--- src/rtl/seg7_scan_driver_if.sv ---
// seg7_scan_if: signal bundle between the print controller side and the
// 8-digit 7-segment scan driver.
//   en           scan enable
//   seg_in[d]    active-low segment pattern for digit d
//   digit_mask   1 = digit d may light
//   brightness   0 = dark, 15 = full on-time
//   seg_out      active-low shared segment bus
//   an_out       active-low digit enables, at most one bit low
//   frame_strobe one-cycle pulse when a new snapshot is taken
// master = controller/stimulus side, slave = scan driver.
interface seg7_scan_if;
  logic       en;
  logic [6:0] seg_in [8];
  logic [7:0] digit_mask;
  logic [3:0] brightness;
  logic [6:0] seg_out;
  logic [7:0] an_out;
  logic       frame_strobe;

  modport master (
    output en, seg_in, digit_mask, brightness,
    input  seg_out, an_out, frame_strobe
  );

  modport slave (
    input  en, seg_in, digit_mask, brightness,
    output seg_out, an_out, frame_strobe
  );
endinterface

--- src/rtl/seg7_scan_driver.sv ---
// seg7_scan_driver: time-multiplexed driver for an 8-digit common-anode
// 7-segment display. Each digit owns a slot of CLK_DIV cycles; the first
// BLANK_CYCLES of a slot keep all anodes off, then the digit is lit for an
// on-time scaled by a 4-bit brightness. Segment data is snapshotted once per
// frame so a mid-scan update never tears the display.
// Ports:
//   clk    system clock
//   rst_n  asynchronous active-low reset
//   bus    seg7_scan_if.slave (en, seg_in, digit_mask, brightness in;
//          seg_out, an_out, frame_strobe out, all registered)
module seg7_scan_driver #(
  parameter int NUM_DIGITS   = 8,
  parameter int CLK_DIV      = 1024,
  parameter int BLANK_CYCLES = 16
) (
  input  logic         clk,
  input  logic         rst_n,
  seg7_scan_if.slave   bus
);

  localparam int DW     = $clog2(NUM_DIGITS);
  localparam int ACTIVE = CLK_DIV - BLANK_CYCLES;

  logic [15:0]   cnt;
  logic [DW-1:0] digit;
  logic [3:0]    bright_q;
  logic [6:0]    snap [NUM_DIGITS];

  logic          slot_end;
  logic          frame_end;
  logic [19:0]   on_len;
  logic [19:0]   cnt_w;
  logic          lit;
  logic [7:0]    an_next;

  assign slot_end  = (cnt == 16'(CLK_DIV - 1));
  assign frame_end = slot_end && (digit == DW'(NUM_DIGITS - 1));

  // Full 20-bit product before the shift so brightness 15 yields exactly ACTIVE.
  assign on_len = (20'(ACTIVE) * (20'(bright_q) + 20'd1)) >> 4;
  assign cnt_w  = {4'd0, cnt};

  assign lit = bus.en && bus.digit_mask[digit]
            && (cnt_w >= 20'(BLANK_CYCLES))
            && (cnt_w <  20'(BLANK_CYCLES) + on_len);

  // Slot counter, digit pointer and brightness latch. Brightness is only
  // sampled at a slot boundary so the current slot's on-time never changes.
  // NOTE: sequential state uses non-blocking assignments so every register
  // samples pre-edge values regardless of block ordering.
  always_ff @(posedge clk or negedge rst_n) begin
    if (!rst_n) begin
      cnt      <= '0;
      digit    <= '0;
      bright_q <= '0;
    end else if (!bus.en) begin
      cnt      <= '0;
      digit    <= '0;
      bright_q <= bus.brightness;
    end else if (slot_end) begin
      cnt      <= '0;
      digit    <= digit + DW'(1);
      bright_q <= bus.brightness;
    end else begin
      cnt      <= cnt + 16'd1;
    end
  end

  // Frame snapshot: tracks seg_in while idle, otherwise reloads only at the
  // very last cycle of the frame.
  // NOTE: the snapshot is a small register array, not a RAM, so it gets a
  // reset value; blank (7'h7F) keeps the first frame dark until data arrives.
  always_ff @(posedge clk or negedge rst_n) begin
    if (!rst_n) begin
      for (int d = 0; d < NUM_DIGITS; d++) snap[d] <= 7'h7F;
    end else if (!bus.en || frame_end) begin
      for (int d = 0; d < NUM_DIGITS; d++) snap[d] <= bus.seg_in[d];
    end
  end

  // One-cold anode pattern for the current digit when lit.
  // NOTE: default assigned first so no path leaves an_next unassigned (no latch).
  always_comb begin
    an_next = 8'hFF;
    if (lit) an_next[digit] = 1'b0;
  end

  // Registered outputs: one cycle of latency from cnt/digit/snap/en state.
  always_ff @(posedge clk or negedge rst_n) begin
    if (!rst_n) begin
      bus.an_out       <= 8'hFF;
      bus.seg_out      <= 7'h7F;
      bus.frame_strobe <= 1'b0;
    end else begin
      bus.an_out       <= an_next;
      bus.seg_out      <= snap[digit];
      bus.frame_strobe <= bus.en && frame_end;
    end
  end

endmodule

--- src/flat_wrapper.sv ---
// flat-port wrapper written by rule: the top's interface ports become plain ports
module seg7_scan_driver_flat 
#(
  parameter int NUM_DIGITS   = 8,
  parameter int CLK_DIV      = 1024,
  parameter int BLANK_CYCLES = 16
)
  (clk, rst_n, bus_en, bus_seg_in, bus_digit_mask, bus_brightness, bus_seg_out, bus_an_out, bus_frame_strobe);
  seg7_scan_if bus_i ();
  input  logic clk;
  input  logic rst_n;
  input wire logic [$bits(bus_i.en)-1:0] bus_en;
  input wire logic [$bits(bus_i.seg_in)-1:0] bus_seg_in;
  input wire logic [$bits(bus_i.digit_mask)-1:0] bus_digit_mask;
  input wire logic [$bits(bus_i.brightness)-1:0] bus_brightness;
  output wire logic [$bits(bus_i.seg_out)-1:0] bus_seg_out;
  output wire logic [$bits(bus_i.an_out)-1:0] bus_an_out;
  output wire logic [$bits(bus_i.frame_strobe)-1:0] bus_frame_strobe;
  assign bus_i.en = bus_en;
  assign bus_i.seg_in = {>>{bus_seg_in}};
  assign bus_i.digit_mask = bus_digit_mask;
  assign bus_i.brightness = bus_brightness;
  assign bus_seg_out = bus_i.seg_out;
  assign bus_an_out = bus_i.an_out;
  assign bus_frame_strobe = bus_i.frame_strobe;
  seg7_scan_driver #(.NUM_DIGITS(NUM_DIGITS), .CLK_DIV(CLK_DIV), .BLANK_CYCLES(BLANK_CYCLES)) u_core (.clk(clk), .rst_n(rst_n), .bus(bus_i));
endmodule
--- config.mk ---
export PLATFORM = sky130hd
export DESIGN_NAME = seg7_scan_driver_flat
export DESIGN_NICKNAME = d
export VERILOG_FILES = /design/src/rtl/seg7_scan_driver_if.sv /design/src/rtl/seg7_scan_driver.sv /design/src/flat_wrapper.sv
export SDC_FILE = /design/constraint.sdc
export NUM_CORES = 1
export LEC_CHECK = 0
export BUFFER_PORTS_ARGS = -buffer_cell sky130_fd_sc_hd__buf_2
export CAP_MARGIN = 25
export CORE_ASPECT_RATIO = 0.7
export CORE_MARGIN = 5
export CORE_UTILIZATION = 25
export CTS_CLUSTER_SIZE = 10
export DETAILED_ROUTE_END_ITERATION = 12
export GPL_TIMING_DRIVEN = 1
export SYNTH_ARGS = -nofsm -noshare
export SYNTH_HDL_FRONTEND = slang
export SYNTH_SLANG_ARGS = --single-unit
--- constraint.sdc ---
create_clock -name clk -period 10.3 [get_ports clk]
set_input_delay 1.03 -clock clk [delete_from_list [all_inputs] [get_ports clk]]
set_output_delay 1.03 -clock clk [all_outputs]
set_load 0.05 [all_outputs]
==> results.json, run 1 <==
{
  "status": "completed",
  "critical_path.most_common_cell": "fa_1",
  "end_kind": "flop",
  "die_area_sq_um": 24400,
  "cp.depth": 19,
  "maxSlewViolCount": 0,
  "grt_pass1_vias": 3565,
  "worstSetupPathType": "flop to flop",
  "drive_above_1_share_pct": 49.3,
  "min_period_ps": 5970,
  "ant_nets": 0,
  "p_leak_nw": 2.80,
  "p_per_area_nw_per_um2": 219,
  "crit_path_start_kind": "flop",
  "rows": 44,
  "syn_area_sq_um": 5330,
  "maxSlewHeadroom_pct": 50.0,
  "grtUsageTotal_pct": 9.93,
  "viasPerCell": 4.34,
  "clockBufferDepth": 2,
  "clkPwrFrac_pct": 23.4,
  "path_clk_slew_ps": 70,
  "setup_viol": 0,
  "die_y_um": 132,
  "cp.arrival_ps": 6220,
  "synth.ff_latch_count": 95,
  "io_buffers": 86,
  "cts_root_buf": "clkbuf_16",
  "path_cells": "nand3_1 > xnor2_1 > inv_1 > fa_1 > fa_1 > fa_1 > ha_1 > o21ai_0 > a22oi_2 > a21oi_1 > xor2_1 > or4_1 > nand3_1 > ha_1 > nand4_1 > a2111o_1 > o211ai_1 > a211oi_1 > nand4_1",
  "cts_setup_buffers": 0,
  "rrSetupSlack_ps": 4330,
  "startpoint": "u_core.bright_q[0]$_DFFE_PN0P_",
  "skew_ps": 11.2,
  "crit_end": "u_core.bus.an_out[6]$_DFF_PN1_",
  "numCtsBuffers": 9,
  "critPathMaxFanout": 7,
  "drtIter0Drc": 185,
  "async_reset_ff_share_pct": 100,
  "grt_start_max_net_pins": 57,
  "place.gp.congestion": 0.765,
  "placeableCoreArea_sq_um": 20900,
  "ios": 87,
  "diodes": 0,
  "hold_viol": 0,
  "start_util_pct": 25.5,
  "internal_power_uw": 874,
  "vias": 3477,
  "cts.repair.resized": 0,
  "seq_area_frac_synth_pct": 46.3,
  "synth_edf_count": 0,
  "r2r_end": "u_core.bus.an_out[6]$_DFF_PN1_",
  "syn_nets": 549,
  "post-route-util_pct": 30.6,
  "drc": 0,
  "worstMarginPinSlew_ps": 751,
  "power_frac_seq_pct": 31.0,
  "cts_hold_buf": 0,
  "die_x_um": 185,
  "synth_cell_type_count": 48,
  "p_sw_share_pct": 37.6,
  "antenna_found_initial": 0,
  "rsz0062_at_grt": "no",
  "hold_class": "flop to flop",
  "p_sw_uw": 527,
  "power.share.combinational_pct": 45.6,
  "setup_tns_ps": 0,
  "grt_pass1_wl_um": 19700,
  "layout.nets": 637,
  "vdd_drop_max_v": 0.000132,
  "crit_slowest_cell": "fa_1",
  "fmax_ghz": 0.168,
  "ys_warn_count": 0,
  "finalWirelength_um": 11900,
  "period_share_pct": 58.0,
  "reg2regPathDepth": 19,
  "cts_tree": "done",
  "cp.required_ps": 10550,
  "path_buf_inv": 1,
  "fill_cells": 2125,
  "cap_violations": 0,
  "clk_latency_ps": 340,
  "htreeDepth": 3,
  "grt-ovfl-total": 0,
  "r2r_start": "u_core.bright_q[0]$_DFFE_PN0P_",
  "syn_inst": 432,
  "area_growth_pct": 19.9,
  "numClockSinks": 95,
  "hpwl_um": 9160,
  "avgSynthCellArea_sq_um": 12.3,
  "drt_first_pass_iters": 4,
  "detail_route.wl_per_cell_um": 14.9,
  "max_stage_delay_ps": 570,
  "ys_dominant_reg_cell": "dfstp_2",
  "critical_path.top_delay_family": "adder cells"
}
metal layers:
metal  vias up  wire [um]  track usage (%)
li1       1711          -                -
met1      1709       6390             15.5
met2        49       5040             14.1
met3         8        422             2.21
met4         0         80             1.72
met5         -          0                0
synthesized netlist by cell type (all sizes together), types with 2 or more instances:
cell | number | area [sq um]
o21ai | 8 | 40.0
mux4 | 10 | 225
nand4 | 11 | 68.8
nand3 | 20 | 100
fa | 8 | 160
and3 | 9 | 56.3
inv | 28 | 105
xnor2 | 11 | 96.3
ha | 38 | 475
xor2 | 20 | 175
a21oi | 7 | 35.0
a22oi | 3 | 27.5
mux2 | 65 | 736
a221o | 2 | 21.3
nor2b | 2 | 12.5
or4 | 2 | 15.0
clkbuf | 5 | 18.8
a31oi | 4 | 25.0
and4 | 3 | 30.0
dfstp | 71 | 1870
buf | 9 | 42.5
nor3 | 2 | 10.0
nor2 | 32 | 123
and2 | 2 | 12.5
nand2 | 16 | 60.1
a2111o | 2 | 22.5
mux2i | 5 | 50.1
dfrtp | 24 | 601
o21a | 2 | 15.0
final cells by class:
cell class	count	area [sq um]	share of cell area [%]
sequential	95	2470	38.6
timing repair buffer	91	470	7.36
multi-input combinational	295	2710	42.4
clock buffer	10	239	3.74
tap	276	345	5.41
clock inverter	6	51.3	0.803
inverter	28	105	1.65
worst min-delay path by stage:
stage | to | slack, ps | depth (start not counted) | startpoint
after floorplan | u_core.cnt[15]$_DFF_PN0_ | 500 | 2 | u_core.cnt[15]$_DFF_PN0_
after global placement | u_core.cnt[15]$_DFF_PN0_ | 530 | 2 | u_core.cnt[15]$_DFF_PN0_
after detailed placement | u_core.cnt[14]$_DFF_PN0_ | 560 | 2 | u_core.cnt[14]$_DFF_PN0_
after CTS | u_core.cnt[14]$_DFF_PN0_ | 570 | 2 | u_core.cnt[14]$_DFF_PN0_
after global routing | u_core.cnt[15]$_DFF_PN0_ | 620 | 2 | u_core.cnt[15]$_DFF_PN0_
final | u_core.cnt[15]$_DFF_PN0_ | 560 | 2 | u_core.cnt[15]$_DFF_PN0_
sequential cells by signal (all words and copies together) (netlist names):
| signal | cells |
|---|---|
| u_core.bus.frame_strobe | 1 |
| u_core.cnt | 16 |
| u_core.bright_q | 4 |
| u_core.bus.an_out | 8 |
| u_core.digit | 3 |
| u_core.snap | 56 |
| u_core.bus.seg_out | 7 |
power groups by stage:
stage	Sequential (mW)	Clock [mW]	Combinational, mW
CTS	0.435	0.339	0.636
floorplan	0.446	0	0.489
finish	0.434	0.327	0.639
global route	0.438	0.356	0.738
global placement	0.440	0	0.629
detailed placement	0.441	0	0.632
worst min-delay path: cells and delay by family (launching register included):
kind	cells	cell delay, ps
xor+xnor	1	70
flops	1	360
simple gates	1	90
cell families (layout without fill, tap and decap cells):
logic type                 Yosys count  after routing  share of synthesized area, %
and+or+nand+nor                    103            103                          10.0
AOI/OAI and AO/OA                   35             35                          4.60
muxes                               80             80                          19.0
DFF                                 95             95                          46.3
xor gates and xnor gates            31             31                          5.10
buffers and inverters               42            135                          3.12
adders and majority gates           46             46                          11.9
through the flow:
step	hold WS [ps]	setup WS [ps]	area, sq um	power, mW	cells
2_1_floorplan	497	4860	5330	0.935	432
3_3_place_gp	527	4480	6100	1.07	785
3_5_place_dp	558	4330	6100	1.07	785
4_1_cts	573	4310	6390	1.41	801
5_1_grt	616	3860	6390	1.53	801
6_report	564	4330	6390	1.40	801
cells in the final DEF (no fill, tap or decap), types with 2 or more instances in the layout:
cell type	n
nand4_1	11
inv_1	28
dfstp_2	71
nand3_1	20
buf_2	85
a31oi_1	3
nand2_1	16
a21oi_1	7
fa_1	8
inv_6	3
nor3_1	2
nor2b_1	2
mux2i_1	5
buf_4	6
and3_1	9
mux4_2	10
xnor2_1	11
mux2_1	3
xor2_1	20
mux2_2	61
or4_1	2
dfrtp_1	24
clkbuf_16	9
a22oi_1	2
nor2_1	31
ha_1	38
o21ai_0	8
o21a_1	2
and2_1	2
a2111o_1	2
Power figures use the tool's default switching activity.
==> run 2, diff against run 1 <==
==> constraint.sdc (replaced) <==
create_clock -name clk -period 6.05 [get_ports clk]
set_input_delay 0.605 -clock clk [delete_from_list [all_inputs] [get_ports clk]]
set_output_delay 0.605 -clock clk [all_outputs]
set_load 0.05 [all_outputs]
==> run 2 against run 1 <==
Effect of this change:
- maximum frequency is 5.7% higher
- die area did not move
- combinational power increased by 72%
- sequential power grew 71%
- critical path depth up 1
- total power up 70%
- register-to-register slack lost 3900 ps
- setup slack worse by 3900 ps
- first-iteration DRC count down 48%
- sequential share of layout area shrank 0.18 points
- critical path type unchanged
- largest power group unchanged
==> results.json, run 2 (synthesized netlist as in run 1, its figures left out) <==
{
  "layout.nets": 641,
  "antenna_found_initial": 0,
  "grt-ovfl-total": 0,
  "worstSetupPathType": "flop to flop",
  "cp.arrival_ps": 5900,
  "numCtsBuffers": 9,
  "cts_root_buf": "clkbuf_16",
  "fin_ws_ps": 401,
  "grt_start_max_net_pins": 60,
  "critical_path.most_common_cell": "ha_1",
  "holdWs_ps": 221,
  "io_buffers": 86,
  "status": "completed",
  "finalWirelength_um": 11600,
  "grt_pass1_vias": 3711,
  "min_period_ps": 5650,
  "pre_cts_ws_ps": 104,
  "placeableCoreArea_sq_um": 20900,
  "cp.required_ps": 6300,
  "crit_path_start_kind": "flop",
  "cp.depth": 20,
  "setup_viol": 0,
  "final_cell_mix": "buf_2, dfstp_2, mux2_2",
  "max_stage_delay_ps": 680,
  "crit_slowest_cell": "fa_2",
  "reg.largest.list": "u_core.snap: 56 flops, u_core.cnt: 16 flops, u_core.bus.an_out: 8 flops",
  "hold_viol": 0,
  "ant_nets": 0,
  "maxSlewViolCount": 0,
  "start_util_pct": 25.5,
  "period_share_pct": 93.4,
  "path_clk_slew_ps": 70,
  "detail_route.wl_per_cell_um": 14.4,
  "rsz0062_at_grt": "no",
  "regMostFlops": "u_core.snap",
  "area_growth_pct": 20.5,
  "path_cells": "ha_1 > and3_1 > fa_2 > fa_1 > fa_1 > inv_1 > ha_1 > o21ai_0 > a22oi_2 > buf_4 > a211o_1 > nand3b_1 > or4_1 > nand3_1 > ha_1 > nand4_1 > a2111o_1 > o211ai_1 > a211oi_2 > nand3_1",
  "die_area_sq_um": 24400,
  "place.gp.congestion": 0.743,
  "grt_pass1_wl_um": 19700,
  "critPathMaxFanout": 7,
  "largest_reg_flops": 56,
  "diodes": 0,
  "grtUsageTotal_pct": 9.87,
  "p_leak_nw": 2.81,
  "vdd_drop_max_v": 0.000195,
  "die_x_um": 185,
  "fmax_ghz": 0.177,
  "drc": 0,
  "setup_tns_ps": 0,
  "drtIter0Drc": 96,
  "vias": 3497,
  "layout_commonest_cell": "buf_2",
  "cts_hold_buf": 0,
  "reg2regPathDepth": 20,
  "cap_violations": 0,
  "hold_class": "input pin to asynchronous set/reset pin",
  "clockBufferDepth": 2,
  "critical_path.top_delay_family": "adder cells",
  "cts_tree": "done",
  "ios": 87,
  "worstMarginPinSlew_ps": 738,
  "drive_above_1_share_pct": 50.3,
  "drt_first_pass_iters": 4,
  "htreeDepth": 3,
  "maxSlewHeadroom_pct": 50.8,
  "end_kind": "flop",
  "path_buf_inv": 2,
  "hpwl_um": 9000,
  "skew_ps": 8.72,
  "viasPerCell": 4.34,
  "die_y_um": 132,
  "clk_latency_ps": 330,
  "rows": 44,
  "p_per_area_nw_per_um2": 371,
  "numClockSinks": 95
}
-- run 2: layout make-up --
cell class / instances / area, sq um
timing repair buffer: 95 / 500
sequential: 95 / 2470
tap: 276 / 345
clock buffer: 10 / 229
inverter: 28 / 105
clock inverter: 6 / 51.3
multi-input combinational: 295 / 2720
fill: 2125 / 14400
-- run 2: per-layer routing --
metal,GRT usage (%),part of all wire (%),vias up
met5,0,0,-
met4,1.85,0.71,0
met3,1.85,3.3,8
met2,14.9,43,48
met1,14.9,53,1716
li1,-,-,1725
-- run 2: final timing paths --
| check | from | to | slack (ps) |
|---|---|---|---|
| worst max-delay path | u_core.bright_q[0]$_DFFE_PN0P_ | u_core.bus.an_out[4]$_DFF_PN1_ | 400 |
| worst min-delay path | rst_n | u_core.digit[2]$_DFFE_PN0P_ | 220 |
| worst max register to register | u_core.bright_q[0]$_DFFE_PN0P_ | u_core.bus.an_out[4]$_DFF_PN1_ | 400 |
| worst min register to register | u_core.cnt[15]$_DFF_PN0_ | u_core.cnt[15]$_DFF_PN0_ | 540 |
| max in group asynchronous | rst_n | u_core.bright_q[0]$_DFFE_PN0P_ | 4700 |
| min in group clk | bus_digit_mask[2] | u_core.bus.an_out[2]$_DFF_PN1_ | 410 |
-- run 2: stage by stage --
step | cell area, sq um | power, mW | util, % | instances
2_1_floorplan | 5330 | 1.59 | - | 432
3_3_place_gp | 6110 | 1.82 | 29.3 | 787
3_5_place_dp | 6110 | 1.82 | 29.3 | 787
4_1_cts | 6390 | 2.38 | 30.6 | 803
5_1_grt | 6420 | 2.59 | 30.8 | 805
6_report | 6420 | 2.38 | 30.8 | 805
-- run 2: repair_timing --
item	CTS	global route
setup endpoints to repair	0	8
setup buffers	0	2
gates resized for setup	0	4
-- run 2: power breakdown --
group	switching, mW	internal [mW]
registers	0.0262	0.713
clock network	0.252	0.287
logic	0.601	0.500
total	0.879	1.50
